[config.mk]
export PLATFORM = sky130hd
export DESIGN_NAME = fetch_queue_flat
export DESIGN_NICKNAME = d
export VERILOG_FILES = /design/src/rtl/fetch_queue_if.sv /design/src/rtl/fetch_queue.sv /design/src/flat_wrapper.sv
export SDC_FILE = /design/constraint.sdc
export NUM_CORES = 1
export LEC_CHECK = 0
export BUFFER_PORTS_ARGS = -buffer_cell sky130_fd_sc_hd__buf_4
export CAP_MARGIN = 10
export CORE_ASPECT_RATIO = 2
export CORE_MARGIN = 5
export CORE_UTILIZATION = 45
export CTS_CLUSTER_DIAMETER = 120
export DETAILED_ROUTE_END_ITERATION = 6
export GPL_TIMING_DRIVEN = 0
export PLACE_DENSITY_LB_ADDON = 0.05
export SLEW_MARGIN = 20
export SYNTH_ARGS = -nofsm -noshare
export SYNTH_HDL_FRONTEND = slang
export SYNTH_SLANG_ARGS = --single-unit
[constraint.sdc]
create_clock -name clk -period 3.4 [get_ports clk]
set_clock_uncertainty 0.1 [all_clocks]
set_input_delay 0 -clock clk [delete_from_list [all_inputs] [get_ports clk]]
set_output_delay 0 -clock clk [all_outputs]
set_load 0.005 [all_outputs]
[src/rtl/fetch_queue_if.sv]
// Fetch-to-decode queue interface: push side from fetch, head side to decode.
// The master modport is the fetch/decode environment and the slave modport is the queue.
interface fetch_queue_if #(
   parameter int DEPTH = 4
) ();
   localparam int CW = $clog2(DEPTH + 1);

   logic          in_valid;
   logic [63:0]   in_pc;
   logic [31:0]   in_instr;
   logic          in_ready;
   logic          flush;
   logic          out_valid;
   logic [63:0]   out_pc;
   logic [31:0]   out_instr;
   logic          out_misalign;
   logic          out_ready;
   logic [CW-1:0] count;

   modport master (
      output in_valid, in_pc, in_instr, flush, out_ready,
      input  in_ready, out_valid, out_pc, out_instr, out_misalign, count
   );

   modport slave (
      input  in_valid, in_pc, in_instr, flush, out_ready,
      output in_ready, out_valid, out_pc, out_instr, out_misalign, count
   );
endinterface

[src/rtl/fetch_queue.sv]
// Instruction queue between fetch and decode. Head entries fall through to decode
// one cycle after the push, and a redirect (flush) discards every queued entry.
module fetch_queue #(
   parameter int          DEPTH    = 4,
   parameter logic [63:0] RESET_PC = 64'h0000_0000_8000_0000
) (
   input logic          clk,
   input logic          reset,
   fetch_queue_if.slave q
);
   localparam int            PW        = $clog2(DEPTH);
   localparam int            CW        = $clog2(DEPTH + 1);
   localparam logic [CW-1:0] FULL_CNT  = CW'(DEPTH);
   localparam logic [31:0]   NOP_INSTR = 32'h0000_0013;

   logic [63:0]   mem_pc_r    [DEPTH];
   logic [31:0]   mem_instr_r [DEPTH];
   logic [PW-1:0] rd_ptr_r;
   logic [PW-1:0] wr_ptr_r;
   logic [CW-1:0] count_r;
   logic          ready_en_r;
   logic [63:0]   last_pc_r;
   logic [31:0]   last_instr_r;

   logic          in_ready_s;
   logic          out_valid_s;
   logic          push_s;
   logic          pop_s;
   logic [63:0]   head_pc_s;
   logic [31:0]   head_instr_s;

   // Handshake qualification; in_ready never looks at out_ready, keeping decode off the fetch path.
   always_comb begin
      in_ready_s  = ready_en_r && (count_r != FULL_CNT);
      out_valid_s = (count_r != {CW{1'b0}});
      push_s      = q.in_valid && in_ready_s && !q.flush;
      pop_s       = out_valid_s && q.out_ready && !q.flush;
   end

   // Head selection: live entry when occupied, otherwise the last value handed to decode.
   always_comb begin
      head_pc_s    = last_pc_r;
      head_instr_s = last_instr_r;
      if (out_valid_s) begin
         head_pc_s    = mem_pc_r[rd_ptr_r];
         head_instr_s = mem_instr_r[rd_ptr_r];
      end else begin
         head_pc_s    = last_pc_r;
         head_instr_s = last_instr_r;
      end
   end

   // Entry storage, written at the tail on an accepted push.
   always_ff @(posedge clk or negedge reset) begin
      if (!reset) begin
         for (int i = 0; i < DEPTH; i++) begin
            mem_pc_r[i]    <= 64'h0;
            mem_instr_r[i] <= 32'h0;
         end
      end else if (push_s) begin
         mem_pc_r[wr_ptr_r]    <= q.in_pc;
         mem_instr_r[wr_ptr_r] <= q.in_instr;
      end
   end

   // Pointers, occupancy and last-read head; flush outranks push and pop.
   always_ff @(posedge clk or negedge reset) begin
      if (!reset) begin
         rd_ptr_r     <= {PW{1'b0}};
         wr_ptr_r     <= {PW{1'b0}};
         count_r      <= {CW{1'b0}};
         ready_en_r   <= 1'b0;
         last_pc_r    <= RESET_PC;
         last_instr_r <= NOP_INSTR;
      end else begin
         ready_en_r <= 1'b1;
         if (q.flush) begin
            rd_ptr_r <= {PW{1'b0}};
            wr_ptr_r <= {PW{1'b0}};
            count_r  <= {CW{1'b0}};
         end else begin
            if (push_s) begin
               wr_ptr_r <= wr_ptr_r + PW'(1'b1);
            end
            if (pop_s) begin
               rd_ptr_r     <= rd_ptr_r + PW'(1'b1);
               last_pc_r    <= mem_pc_r[rd_ptr_r];
               last_instr_r <= mem_instr_r[rd_ptr_r];
            end
            case ({push_s, pop_s})
               2'b10:   count_r <= count_r + CW'(1'b1);
               2'b01:   count_r <= count_r - CW'(1'b1);
               default: count_r <= count_r;
            endcase
         end
      end
   end

   assign q.in_ready     = in_ready_s;
   assign q.out_valid    = out_valid_s;
   assign q.out_pc       = head_pc_s;
   assign q.out_instr    = head_instr_s;
   assign q.out_misalign = out_valid_s && (head_pc_s[1:0] != 2'b00);
   assign q.count        = count_r;
endmodule

[src/flat_wrapper.sv]
// flat-port wrapper written by rule: the top's interface ports become plain ports
module fetch_queue_flat 
#(
   parameter int          DEPTH    = 4,
   parameter logic [63:0] RESET_PC = 64'h0000_0000_8000_0000
)
  (clk, reset, q_in_valid, q_in_pc, q_in_instr, q_flush, q_out_ready, q_in_ready, q_out_valid, q_out_pc, q_out_instr, q_out_misalign, q_count);
  fetch_queue_if #(.DEPTH(DEPTH)) q_i ();
  input logic clk;
  input logic reset;
  input wire logic [$bits(q_i.in_valid)-1:0] q_in_valid;
  input wire logic [$bits(q_i.in_pc)-1:0] q_in_pc;
  input wire logic [$bits(q_i.in_instr)-1:0] q_in_instr;
  input wire logic [$bits(q_i.flush)-1:0] q_flush;
  input wire logic [$bits(q_i.out_ready)-1:0] q_out_ready;
  output wire logic [$bits(q_i.in_ready)-1:0] q_in_ready;
  output wire logic [$bits(q_i.out_valid)-1:0] q_out_valid;
  output wire logic [$bits(q_i.out_pc)-1:0] q_out_pc;
  output wire logic [$bits(q_i.out_instr)-1:0] q_out_instr;
  output wire logic [$bits(q_i.out_misalign)-1:0] q_out_misalign;
  output wire logic [$bits(q_i.count)-1:0] q_count;
  assign q_i.in_valid = q_in_valid;
  assign q_i.in_pc = q_in_pc;
  assign q_i.in_instr = q_in_instr;
  assign q_i.flush = q_flush;
  assign q_i.out_ready = q_out_ready;
  assign q_in_ready = q_i.in_ready;
  assign q_out_valid = q_i.out_valid;
  assign q_out_pc = q_i.out_pc;
  assign q_out_instr = q_i.out_instr;
  assign q_out_misalign = q_i.out_misalign;
  assign q_count = q_i.count;
  fetch_queue #(.DEPTH(DEPTH), .RESET_PC(RESET_PC)) u_core (.clk(clk), .reset(reset), .q(q_i));
endmodule
Word level (Yosys, flattened, before mapping) --
Cells that the tools add are included.
Word-level totals: output and inout bits 102, bits in latches 0, memories 0, bits in read-only memories 0, RAM bits 0, register bits 488
Cells by class: shift operators 0, $lt $le $gt $ge 3, bitwise operators 3, equality and inequality tests 3, $add $sub $neg 4, div/mod/pow operators 0, reduce and logical (&&, ||, !) cells 14, muxes and demuxes 20, multipliers 0
Operators by type and width (count):
- 256-bit bitwise mux | 1
- 64-bit two-way mux | 4
- 64-bit binary-select mux with 2-bit select | 1
- 128-bit bitwise mux | 1
- 64-bit demux with 2-bit select | 1
- 32-bit two-way mux | 4
- 32-bit binary-select mux with 2-bit select | 1
- 32-bit demux with 2-bit select | 1
- 2-bit two-way mux | 4
- 1-bit logical AND | 7
- 3-bit greater-or-equal comparator (second input constant) | 2
- 2-bit NOT with 3-bit output | 2
- 3-bit case mux with 2 select lines | 1
- 2-bit nonzero test | 3
- 3-bit nonzero test | 2
- 2-bit by 1-bit adder with 2-bit output (second input constant) | 2
- 3-bit by 1-bit adder with 3-bit output (second input constant) | 1
- 3-bit by 1-bit less-than comparator with 1-bit output (second input constant) | 1
- 3-bit two-way mux | 1
- 3-bit inequality test (second input constant) | 1
- 3-bit by 1-bit subtractor with 3-bit output (second input constant) | 1
- 2-bit by 1-bit equality test with 1-bit output (second input constant) | 1
- 2-bit equality test (second input constant) | 1
- 2-bit AND reduction | 1
- 2 further kinds | 2

Logic depth before layout (Yosys ltp) --
Gate-level depths: netlist (run 1).
word-level depth 7, mapped depth 11, depth with buffers taken out 7

Worst setup path before layout (run 1) --
OpenSTA, ideal clock, no wires.
path type flip-flop to flip-flop, start reg u_core.count_r[0] (netlist: u_core.q.count[0]), end reg u_core.count_r[1] (netlist: u_core.q.count[1]), data required time 3206 ps, path slack 869 ps, arrival time 2337 ps, stages on the path, launching flop included 12, period minus slack after synthesis 2531 ps, cells stage by stage dfrtp_1 -> buf_2 -> nor3_1 -> buf_2 -> nor3b_4 -> buf_4 -> buf_6 -> o21a_1 -> fa_1 -> mux2i_1 -> o22a_1 -> a211oi_1
On the way: word-level cells in the longest chain between the ends 7, elaborated cells on any way between the ends 14, classes of those cells add/sub: 2; eq/ne: 3; mux: 2; reduce/logical: 7
Ends and longest elaborated chain:
- start, declared | line fetch_queue.sv:20 | logic [CW-1:0] count_r;
- start signal, assigned | line fetch_queue.sv:71 | count_r <= {CW{1'b0}};
- start signal, assigned | line fetch_queue.sv:80 | count_r <= {CW{1'b0}};
- start signal, assigned | line fetch_queue.sv:91 | 2'b10: count_r <= count_r + CW'(1'b1);
- 3-bit inequality test | line fetch_queue.sv:34 | in_ready_s = ready_en_r && (count_r != FULL_CNT);
- 1-bit logical AND | line fetch_queue.sv:34
- 1-bit logical AND (2 in a row) | line fetch_queue.sv:36 | push_s = q.in_valid && in_ready_s && !q.flush;
- 2-bit by 1-bit equality test with 1-bit output / 2-bit equality test (equally long branches) | line fetch_queue.sv:90 | case ({push_s, pop_s})
- 3-bit case mux with 2 select lines | line fetch_queue.sv:90
- 3-bit two-way mux | line fetch_queue.sv:77 | if (q.flush) begin
Several ways; a longest one is shown, not always the timed one. A chain may end at the register's enable or synchronous reset.

Worst setup path after layout (run 1) --
start reg u_core.count_r[0] (netlist: u_core.q.count[0]), end out q_out_instr[2]
On the way: word-level cells in the longest chain between the ends 2
Ends and longest elaborated chain:
- 3-bit nonzero test | line fetch_queue.sv:35 | out_valid_s = (count_r != {CW{1'b0}});
- 32-bit two-way mux | line fetch_queue.sv:44 | if (out_valid_s) begin
- end, declared | line flat_wrapper.sv:19 | output wire logic [$bits(q_i.out_instr)-1:0] q_out_instr;
Every way passes these cells.

==> results of run 1 <==
-- cell usage in the layout (no fill, tap or decap), types with 6 or more instances in the layout --
cell	n
dfrtp_1	484
mux2_2	291
nand2_1	290
buf_4	226
mux2_4	160
dlygate4sd3_1	102
mux4_2	96
clkbuf_16	49
mux2_1	29
clkbuf_1	25
buf_2	20
buf_12	20
buf_1	11
clkbuf_8	11
buf_6	8
clkinv_2	8
buf_16	6
-- worst paths after layout --
| kind | from | endpoint | cells past startpoint |
|---|---|---|---|
| max | u_core.q.count[0] | q_out_instr[2] | 9 |
| max in group asynchronous | reset | u_core.last_instr_r[1] | 7 |
| min reg2reg | u_core.last_pc_r[39] | u_core.last_pc_r[39] | 1 |
| min | q_in_pc[24] | u_core.mem_pc_r[152] | 3 |
| max reg2reg | u_core.q.count[0] | u_core.q.count[1] | 11 |
| min in group asynchronous | reset | u_core.mem_instr_r[16] | 4 |
-- power by group through the flow --
stage	clock, mW	sequential (mW)	combinational [mW]
floorplan	0	7.73	2.97
global placement	0	7.89	4.78
detailed placement	0	7.96	4.91
CTS	5.78	7.86	5.03
global route	5.96	8.02	5.41
finish	5.58	7.86	4.90
-- flip-flops by register name, indices dropped and copies added, names as in the netlist --
| register | cells |
|---|---|
| u_core.mem_instr_r | 128 |
| u_core.wr_ptr_r | 2 |
| u_core.last_instr_r | 32 |
| u_core.q.count | 3 |
| u_core.mem_pc_r | 256 |
| u_core.ready_en_r | 1 |
| u_core.rd_ptr_r | 2 |
| u_core.last_pc_r | 64 |
-- what timing repair did --
item                                    4_1_cts  5_1_grt
endpoints found under the setup margin        0        1
buffers inserted                              0        3
hold endpoints to repair                    643        0
hold buffers                                103        0
gates resized for setup                       0        0
-- per-stage QoR --
step	setup slack, ps	hold WS, ps	power, mW	instance area (um^2)
6_report	252.8	124.7	18.35	27980
5_1_grt	46.81	119.7	19.38	27970
4_1_cts	116.6	84.73	18.66	27950
3_5_place_dp	138.4	-47.04	12.87	25260
3_3_place_gp	-3000	157.9	12.67	25120
2_1_floorplan	869.2	-395.6	10.70	22790
-- cell type report --
| cell class | count | area, um^2 | share of cell area |
|---|---|---|---|
| Sequential cell | 488 | 12220 | 0.4366 |
| Antenna cell | 2 | 5.005 | 0.0001789 |
| Clock inverter | 19 | 239.0 | 0.008541 |
| Clock buffer | 67 | 1404 | 0.05017 |
| Buffer | 100 | 872.1 | 0.03117 |
| Tap cell | 649 | 812.0 | 0.02902 |
| Timing Repair Buffer | 312 | 2725 | 0.09740 |
| Multi-Input combinational cell | 918 | 9694 | 0.3465 |
| Inverter | 3 | 11.26 | 0.0004025 |
-- worst min-delay path: stages --
cell           delay [ps]
dlygate4sd3_1         520
buf_4                 110
mux2_2                130
-- layer usage --
layer / up-vias / global-route usage
met5: - / 0
met4: 2 / 0.05675
met3: 86 / 0.03367
met2: 280 / 0.3643
met1: 6961 / 0.2451
li1: 6062 / -
-- kinds of logic (layout without fill, tap and decap cells) --
logic type | count (synthesis) | after routing
compound gates | 20 | 20
simple gates | 312 | 312
other cells | 1 | 3
fa+ha+maj | 5 | 5
buf+inv | 103 | 501
xor+xnor | 3 | 3
flops | 488 | 488
mux | 577 | 577
==> results.md, run 1 <==
- Vias in the first global route: 15206
- Die Y-Extent: 328.3 um
- First-pass GRT wire length: 87.99 mm
- Setup violators final: 0
- Actual slew at the worst max-slew pin: 815.1 ps
- Clock share of power: 0.304
- RSZ-0062 raised after global routing: false
- Hpwl dp: 37.81 mm
- Clock Latency Late Sink: 580 ps
- Net Count, Synth: 1615
- Final Core Density: 0.5588
- DR DRC count: 0
- Root Buffer: clkbuf_16
- Setup TNS: 0 ps
- Leakage: 13.68 nW
- Ys Warns: 0
- Distinct cells, synth: 46
- Row cnt: 116
- EDFF count, synth: 0
- Top cells by instance count after synthesis: 484 x dfrtp_1, 291 x mux2_2, 290 x nand2_1
- Syn Area/Cell: 15.11 um^2
- Nets: 1975
- Flops & latches, synth: 488
- Die area: 55530 um^2
- Finished Layout Cells: 2558
- Fill cell count: 4100
- Initial antenna violation count: 3
- CP max stage cell: clkbuf_1
- Post-synthesis simple-gate area fraction: 0.05599
- Number of nets with antenna violations after routing: 0
- Post-Synth Adder-Cell Area: 0.003074
- Net Sw Frac: 0.2741
- Delay-heaviest family, CP: buffers and inverters
- Final slew viol count: 0
- Synth Area in XOR/XNOR: 0.001153
- CTS Buffer Depth: 3
- Seq/Total Area, Yosys: 0.5360
- Area delta synth->final: 22.75%
- Total gr overflow: 0
- VDD IR max: 0.0004408 V
- Fin crit share: 0.9256
- Critical-path cell list: buf_2 -> nor3_1 -> buf_2 -> inv_2 -> buf_2 -> clkbuf_1 -> nand2_1 -> nand2_1 -> buf_4
- Largest net degree at the start of global routing: 95
- Ys flop type: dfrtp_1
- Ports: 203
- Wirelength, routed: 55.11 mm
- Drt first-iter violations: 467
- Highest Signal Layer: met5
- Mux cell area share after synthesis: 0.3588
- DRT Pass-1 Iters: 4
- Crit path kind: reg2out
- Top cells by area, synth: dfrtp_1 53%, mux2_2 14%, mux2_4 11%, mux4_2 9.5%, nand2_1 4.8%
- Comb power frac: 0.267
- Cell total after placement: 2364
- Fmax: 317.7 MHz
- Status: finished, final reports clean
- Crit-path most repeated cell: buf_2
- Routed len/inst: 21.54 um
- Initial core utilization: 0.4552
- Required time worst endpoint: 3300 ps
- PwrDens: 655.9 nW/um^2
- Most common cell in the netlist: dfrtp_1
- CP peak stage delay: 450 ps
- Compound-gate portion of the synthesized area: 0.006148
- Clk pin slew, worst setup/hold paths: 70 ps
- Area fraction of the dominant cell type after synthesis: 0.5313
- Total GRT Usage: 0.2008
- R2r setup slk: 390 ps
- Met3 WL post-DR: 2.546 mm
- Clock sinks: 488
- Final hold viol count: 0
- Die width: 169.1 um
- Slew headroom: 0.4554
- Share of cells above drive strength 1: 0.4814
- FFs w/ async S/R, synth: 1.000
- HP Class: in2reg
- Startpoint types: flop
- Flop pwr share: 0.428
- CTS buffer count: 46
- Vias: 13391
- WP data arrival: 3050 ps
- WL met2: 29.13 mm
- Worst-path fanout max: 10
- Mapped Area: 22790 um^2
- IO Port Bufs: 201
- Number of H-tree levels: 2
- Power Internal: 13.32 mW
- Cells after Synth: 1509
- CTS tree: built
- Net switching power: 5.030 mW
- Yosys top cell by area: dfrtp_1
- # Max-Cap Violations: 0
- Via density per instance: 5.235
- Final min period: 3147 ps
- Core Box Area: 50070 um^2
- Met1 wire length: 22.03 mm
- GP Congestion: 0.7508
- Worst setup EP type: output port
- Largest family of logic cells by synthesized area: multiplexers
- CP bufs+invs: 6
(Power assumes the default switching activity.)
==> run 2: changes to the inputs <==
--- a/config.mk
+++ b/config.mk
@@ -5,13 +5,13 @@
 export SDC_FILE = /design/constraint.sdc
 export NUM_CORES = 1
 export LEC_CHECK = 0
-export BUFFER_PORTS_ARGS = -buffer_cell sky130_fd_sc_hd__buf_4
 export CAP_MARGIN = 10
 export CORE_ASPECT_RATIO = 2
 export CORE_MARGIN = 5
 export CORE_UTILIZATION = 45
 export CTS_CLUSTER_DIAMETER = 120
 export DETAILED_ROUTE_END_ITERATION = 6
+export DONT_BUFFER_PORTS = 1
 export GPL_TIMING_DRIVEN = 0
 export PLACE_DENSITY_LB_ADDON = 0.05
 export SLEW_MARGIN = 20
==> results.md, run 2 (synthesis results as in run 1) <==
- Finished Layout Cells: 2348
- Setup violators final: 0
- Slew headroom: -0.4844
- Leakage: 12.58 nW
- CTS buffer count: 46
- # hold bufs at CTS: 100
- Startpoint types: flop
- Commonest non-fill, non-tap cells in the layout: 484 x dfrtp_1, 291 x mux2_2, 290 x nand2_1
- Core Box Area: 50070 um^2
- Number of nets with antenna violations after routing: 0
- Largest net degree at the start of global routing: 489
- # Max-Cap Violations: 0
- Final hold viol count: 484
- Cell total after placement: 2158
- Hpwl dp: 36.12 mm
- Actual slew at the worst max-slew pin: 2227 ps
- WP data arrival: 2990 ps
- Fin area: 26200 um^2
- Placed inst area: 23610 um^2
- CTS Buffer Depth: 3
- Net switching power: 4.691 mW
- PwrDens: 651.0 nW/um^2
- Ports: 203
- Area delta synth->final: 14.95%
- Vias: 12613
- Clock share of power: 0.314
- R2r setup slk: 310 ps
- Flop pwr share: 0.461
- Wirelength, routed: 53.93 mm
- Largest Register: u_core.mem_pc_r
- Share of cells above drive strength 1: 0.4175
- Die width: 169.1 um
- Reg2Reg Capture Point: u_core.q.count[1]
- Largest register FFs: 256
- Final min period: 3089 ps
- Required time worst endpoint: 3300 ps
- Worst-path fanout max: 10
- Status: complete, but fails checks
- Nets: 1764
- Final slew viol count: 269
- Routed len/inst: 22.97 um
- Hold Slack: -975.4 ps
- R2r startpoint: u_core.q.count[0]
- Clock sinks: 488
- Failing checks: hold timing, slew limit
- Total gr overflow: 0
- Fmax: 323.7 MHz
- CTS tree: built
- Clk pin slew, worst setup/hold paths: 60 ps
- Reg2Reg Depth: 11
- Vias in the first global route: 14270
- GP Congestion: 0.7522
- Initial antenna violation count: 5
- HP Class: in2async
- VDD IR max: 0.0004714 V
- Initial core utilization: 0.4552
- Total GRT Usage: 0.1971
- RSZ-0062 raised after global routing: false
- Crit path kind: reg2out
- Comb power frac: 0.225
- First-pass GRT wire length: 85.65 mm
- Regs by FF count: u_core.mem_pc_r (256), u_core.mem_instr_r (128), u_core.last_pc_r (64)
- Root Buffer: clkbuf_16
- Final Core Density: 0.5233
- Fin crit share: 0.9087
- Worst setup EP type: output port
- Number of H-tree levels: 2
- Power Internal: 12.37 mW
- Setup TNS: 0 ps
- Commonest non-fill, non-tap cell in the layout: dfrtp_1
- Net Sw Frac: 0.2750
- DRT Pass-1 Iters: 4
- DR DRC count: 0
- Drt first-iter violations: 426
- Clock Latency Late Sink: 570 ps
- Die Y-Extent: 328.3 um
- Row cnt: 116
- Via density per instance: 5.372
- IO Port Bufs: 0
- Die area: 55530 um^2
[run 2: timing repair]
action                     in CTS  in global routing
pin swaps                       1                  0
setup endpoints to repair       1                  1
buffers inserted                1                  0
gates resized for setup         0                  2
gates cloned                    0                  0
hold endpoints to repair      886                488
[run 2: how the worst max path moves through the flow]
stage	slack, ps	startpoint	endpoint
6_report	310	u_core.q.count[0]	q_out_instr[18]
5_1_grt	20	u_core.q.count[0]	q_out_instr[21]
4_1_cts	150	u_core.q.count[0]	q_out_instr[9]
3_5_place_dp	20	u_core.q.count[0]	u_core.q.count[1]
3_3_place_gp	40	u_core.q.count[0]	u_core.q.count[1]
2_1_floorplan	870	u_core.q.count[0]	u_core.q.count[1]
[run 2: worst max-delay path, cell delays in order, from the launching register on]
cell and delay (ps):
dfrtp_1 480, buf_2 270, nor3_1 70, buf_2 240
inv_2 310, buf_2 390, clkbuf_1 420, nand2_1 100
nand2_1 120
[run 2: stage by stage]
stage          worst slack [ps]  power, mW  hold WS, ps
4_1_cts                   148.8      17.36        -1009
3_3_place_gp              35.07      11.57       -384.4
5_1_grt                   22.93      18.04        -1007
6_report                  310.5      17.06       -975.4
3_5_place_dp              16.52      11.74       -381.0
2_1_floorplan             869.2      10.70       -395.6
[run 2: power by group through the flow]
stage | sequential [mW] | clock (mW) | combinational [mW]
global route | 8.03 | 5.76 | 4.25
floorplan | 7.73 | 0 | 2.97
CTS | 7.87 | 5.56 | 3.93
detailed placement | 7.97 | 0 | 3.78
finish | 7.87 | 5.36 | 3.83
global placement | 7.89 | 0 | 3.69
[run 2: layout make-up]
| type | instances | area (um^2) |
|---|---|---|
| Antenna cell | 3 | 7.507 |
| Buffer | 100 | 873.3 |
| Clock buffer | 72 | 1453 |
| Clock inverter | 14 | 126.4 |
| Fill cell | 4277 | 23870 |
| Inverter | 3 | 11.26 |
| Multi-Input combinational cell | 918 | 9694 |
| Sequential cell | 488 | 12220 |
| Tap cell | 649 | 812.0 |
| Timing Repair Buffer | 101 | 1008 |
[run 2: layer usage]
layer,GRT usage,share of wire
met1,0.2311,0.39
met2,0.3593,0.53
met3,0.04582,0.054
met5,0,0.00039
met4,0.05377,0.024
